`src/rtl/seq_detect_ctrl.sv`:
```
// Run controller for a programmable serial pattern matcher: accepts a job
// configuration, fills a W-bit shift window, counts overlapping matches and retires with a status.
module seq_detect_ctrl #(
  parameter int W     = 8,
  parameter int CNT_W = 8,
  parameter int TO_W  = 16
) (
  input  logic             clk,
  input  logic             rst,
  input  logic             cfg_vld,
  output logic             cfg_rdy,
  input  logic [W-1:0]     cfg_pattern,
  input  logic [W-1:0]     cfg_mask,
  input  logic [CNT_W-1:0] cfg_count,
  input  logic [TO_W-1:0]  cfg_timeout,
  input  logic             in_vld,
  input  logic             in,
  input  logic             abort,
  output logic             busy,
  output logic             match,
  output logic             done,
  output logic [1:0]       done_status,
  output logic [CNT_W-1:0] match_cnt
);

  // state | meaning
  // IDLE  | waiting for a configuration
  // FILL  | shifting in the first W bits, no match evaluation until full
  // RUN   | window full, every accepted bit is match-evaluated
  // DONE  | one-cycle retire, done pulse
  typedef enum logic [1:0] {IDLE, FILL, RUN, DONE} state_t;

  localparam int FW = $clog2(W + 1);

  state_t            state, next_state;
  logic [W-1:0]      pat_q, mask_q, window;
  logic [CNT_W-1:0]  target_q, cnt_inc;
  logic [TO_W-1:0]   timeout_q, cyc_cnt;
  logic [FW-1:0]     fill_cnt;
  logic [W-1:0]      new_window;
  logic              accept, active, full, hit, hit_target, timeout_hit;

  assign accept      = (state == IDLE) && cfg_vld;
  assign active      = (state == FILL) || (state == RUN);
  assign new_window  = {window[W-2:0], in};
  assign full        = in_vld && ((state == RUN) ||
                       ((state == FILL) && (fill_cnt == FW'(W - 1))));
  assign hit         = full && (((new_window ^ pat_q) & mask_q) == '0);
  assign cnt_inc     = (match_cnt == '1) ? match_cnt : match_cnt + CNT_W'(1);
  assign hit_target  = hit && (cnt_inc == target_q);
  assign timeout_hit = (timeout_q != '0) && (cyc_cnt == timeout_q - TO_W'(1));

  always_ff @(posedge clk or posedge rst) begin
    if (rst) state <= IDLE;
    else     state <= next_state;
  end

  always_comb begin
    next_state = state;
    case (state)
      IDLE: if (cfg_vld) next_state = FILL;
      FILL, RUN: begin
        if (abort || hit_target || timeout_hit) next_state = DONE;
        else if ((state == FILL) && full)       next_state = RUN;
      end
      DONE: next_state = IDLE;
      default: next_state = IDLE;
    endcase
  end

  always_comb begin
    cfg_rdy = (state == IDLE);
    busy    = active;
    done    = (state == DONE);
  end

  always_ff @(posedge clk or posedge rst) begin
    if (rst) begin
      pat_q       <= '0;
      mask_q      <= '0;
      target_q    <= '0;
      timeout_q   <= '0;
      window      <= '0;
      fill_cnt    <= '0;
      cyc_cnt     <= '0;
      match_cnt   <= '0;
      done_status <= 2'b00;
      match       <= 1'b0;
    end else if (accept) begin
      pat_q       <= cfg_pattern;
      mask_q      <= cfg_mask;
      target_q    <= (cfg_count == '0) ? CNT_W'(1) : cfg_count;
      timeout_q   <= cfg_timeout;
      window      <= '0;
      fill_cnt    <= '0;
      cyc_cnt     <= '0;
      match_cnt   <= '0;
      done_status <= 2'b00;
      match       <= 1'b0;
    end else if (active) begin
      cyc_cnt <= cyc_cnt + TO_W'(1);
      if (in_vld) window <= new_window;
      if ((state == FILL) && in_vld) fill_cnt <= fill_cnt + FW'(1);
      // an abort on the same cycle as a match still shifts the bit but credits nothing
      match <= hit && !abort;
      if (hit && !abort) match_cnt <= cnt_inc;
      if (abort)            done_status <= 2'b10;
      else if (hit_target)  done_status <= 2'b00;
      else if (timeout_hit) done_status <= 2'b01;
    end else begin
      match <= 1'b0;
    end
  end

endmodule

```
`config.mk`:
```
export PLATFORM = sky130hd
export DESIGN_NAME = seq_detect_ctrl
export DESIGN_NICKNAME = d
export VERILOG_FILES = /design/src/rtl/seq_detect_ctrl.sv
export SDC_FILE = /design/constraint.sdc
export NUM_CORES = 1
export LEC_CHECK = 0
export BUFFER_PORTS_ARGS = -buffer_cell sky130_fd_sc_hd__clkbuf_2
export CAP_MARGIN = 20
export CORE_UTILIZATION = 50
export DETAILED_ROUTE_END_ITERATION = 10
export GPL_TIMING_DRIVEN = 1
export PLACE_DENSITY = 0.71
export SKIP_LAST_GASP = 1
export SYNTH_ARGS = -nofsm -noshare
export SYNTH_HDL_FRONTEND = slang
export SYNTH_SLANG_ARGS = --single-unit
```
`constraint.sdc`:
```
create_clock -name clk -period 3.8 [get_ports clk]
set_input_delay 0.38 -clock clk [delete_from_list [all_inputs] [get_ports clk]]
set_output_delay 0.38 -clock clk [all_outputs]
set_load 0.05 [all_outputs]
```
==> metrics.txt <==
final max-slew violation count=0; Post-CTS Setup Bufs=0; worst r2r src=timeout_q[0]; Hold Crit Class=in -> reg; critical path startpoint category=register; syn nets=580; met3 WL post-DR=411 µm; leak pwr=2.52 nW; worst r2r dst=done_status[1]; commonest non-fill, non-tap cell in the layout=nand2_1; die width=97.4 µm; WL final=10600 µm; commonest non-fill, non-tap cells in the layout=nand2_1 (137), dfrtp_1 (80), clkbuf_2 (59); Worst Path Arrival=2.77 ns; synth top area cells=dfrtp_1 (44%), nand2_1 (11%), xor2_1 (7.1%); clock-pin slew on the worst setup and hold paths=0.10 ns; Seq cells post-synth=80; Util after Layout=58.5%; Max Fclk=392 MHz; top layer in use=met4; area delta synth->final=12.7%; Synth area leader=dfrtp_1; Setup violations, final=0; Post-synth EDFFs=0; simple-gate area share of the yosys netlist=27.2%; drt wl/cell=15.4 µm; count of different cell masters after synthesis=58; Worst Hold Depth=3; fin crit share=67.1%; power per cell area=695 nW/µm²; ANT cells=0; DRT Pass-1 Iters=4; Placed Area=4920 µm²; Synth Area in XOR/XNOR=9.62%; starting density of the core=51.9%; GP Congestion=0.891; htree depth=3; asr flop ratio synth=100%; DRC Markers=0; Worst slew margin=56.6%; sequential area share after synthesis=44.0%; status=finished, final reports clean; M1 wire length=5360 µm; via count=3841; first-pass GRT wire length=18100 µm; complex-gate fraction of the synthesized area=11.2%; final worst path period need=2.55 ns; Core Area=8760 µm²; sequential cell area=2000 µm²; Post-Syn Area=4550 µm²; largest family of logic cells by synthesized area=simple AND/OR/NAND/NOR gates; CTS tree=done; Worst-Margin Slew=0.646 ns; root buf cell=clkbuf_8; vias in the first global route=3736; Hold WS=0.209 ns; DR iter-0 viols=153; Die H=97.4 µm; RSZ-0062 raised after global routing=false; CP Class=reg -> reg; total grt overflow=0; setup ws final=1.25 ns; Final #Nets=631; Hold Path End=timeout_q[13]; post-placement setup slack=1.28 ns; Gate Count Post-Synth=526; Die Area=9490 µm²; area of the multi-input gates=2380 µm²; port bufs=59; CTS Buf Count=9; post-synth top area share=44.0%; DP HPWL=7640 µm; hold_sp=cfg_timeout[13]; Max IR drop VDD=0.676 mV; mux contribution to synthesized area=2.03%; met2 wire length=4770 µm; FILL cells=807; worst clock skew=0.0141 ns; top_reg_cell synth=dfrtp_1; Clock Tree Buf Depth=2; post_cts resized=0; WP data required=4.02 ns; initial antenna violation count=0; Reg2Reg Depth=9; clk sinks=80; setup TNS=0 ns; largest net degree at the start of global routing=60; crit end category=register; Skew-Pair Late Insertion Delay=0.35 ns; design area=5130 µm²; final hold vios=0; Routed Antenna Nets=0; max-cap violations=0; layout cells sized above 1=16.3%; IO Pins=60; synthesized area per cell=8.65 µm²; reg2reg setup slack=1.25 ns; total track usage=23.5%; Warnings, synthesis=0; DR vias/cell=5.57; adder-cell share of the synthesized area=2.20%; CP Max Fanout=6; # rows=34
[state kept, by name, summed over array words and instances, names as in the netlist]
name and flops:
pat_q 8, fill_cnt 4, match 1, window 7, done_status 2, mask_q 8
cyc_cnt 16, timeout_q 16, match_cnt 8, state 2, target_q 8
[critical path, cell delays in order (launching register included)]
cell and delay [ns]:
dfrtp_1 0.45, inv_1 0.10, ha_1 0.24, or4b_4 0.53, nor3_2 0.28, o21ai_0 0.15, o22ai_1 0.17, nand4_1 0.19
o211ai_1 0.22, a21oi_1 0.09
[metal layers]
layer / vias to the layer above / global-route usage [%]
met1: 1830 / 34.9
met3: 8 / 4.32
met5: - / 0
li1: 1914 / -
met2: 89 / 36.0
met4: 0 / 4.98
[worst max path at each step]
stage,start,end,cells after the start
2_1_floorplan,state[1],match_cnt[6],8
3_3_place_gp,timeout_q[0],done_status[1],9
3_5_place_dp,match_cnt[0],state[1],8
4_1_cts,timeout_q[0],done_status[1],9
5_1_grt,timeout_q[0],done_status[0],9
6_report,timeout_q[0],done_status[1],9
[logic make-up after synthesis]
group	Yosys count
AOI/OAI and AO/OA	75
DFF	80
buffers and inverters	40
muxes	9
and+or+nand+nor	264
xor gates and xnor gates	50
adders and majority gates	8
[per-stage QoR]
step	std cells	total power, mW
detailed placement	672	2.97
floorplan	526	2.58
CTS	688	3.57
global route	690	3.86
global placement	671	2.92
finish	690	3.57
[synthesized netlist by cell type (6+ instances only)]
library cell    n
a21oi_1        17
and2_1          6
and3_1          7
buf_2           8
clkbuf_1       17
dfrtp_1        80
ha_1            8
inv_1          13
mux2i_1         7
nand2_1       137
nand3_1        23
nand4_1        14
nor2_1         38
nor3_1         10
o21ai_0        15
xnor2_1        13
xor2_1         37
[report_power, final]
part | switching (mW) | total, mW | internal [mW]
clock | 0.347 | 0.594 | 0.247
sequential | 0.332 | 1.47 | 1.13
combinational | 0.910 | 1.51 | 0.595
[repair_timing]
action | 4_1_cts | 5_1_grt
hold buffers | 0 | 1
endpoints found under the hold margin | 0 | 17
endpoints found under the setup margin | 0 | 0
[final cells by class]
type | instances | share of cell area, %
clock buffer | 10 | 2.49
clock inverter | 6 | 1.02
inverter | 13 | 0.976
multi-input combinational | 406 | 46.5
sequential | 80 | 39.0
tap | 108 | 2.64
timing repair buffer | 67 | 7.37
Note: power is estimated with default switching activity, not from simulation.
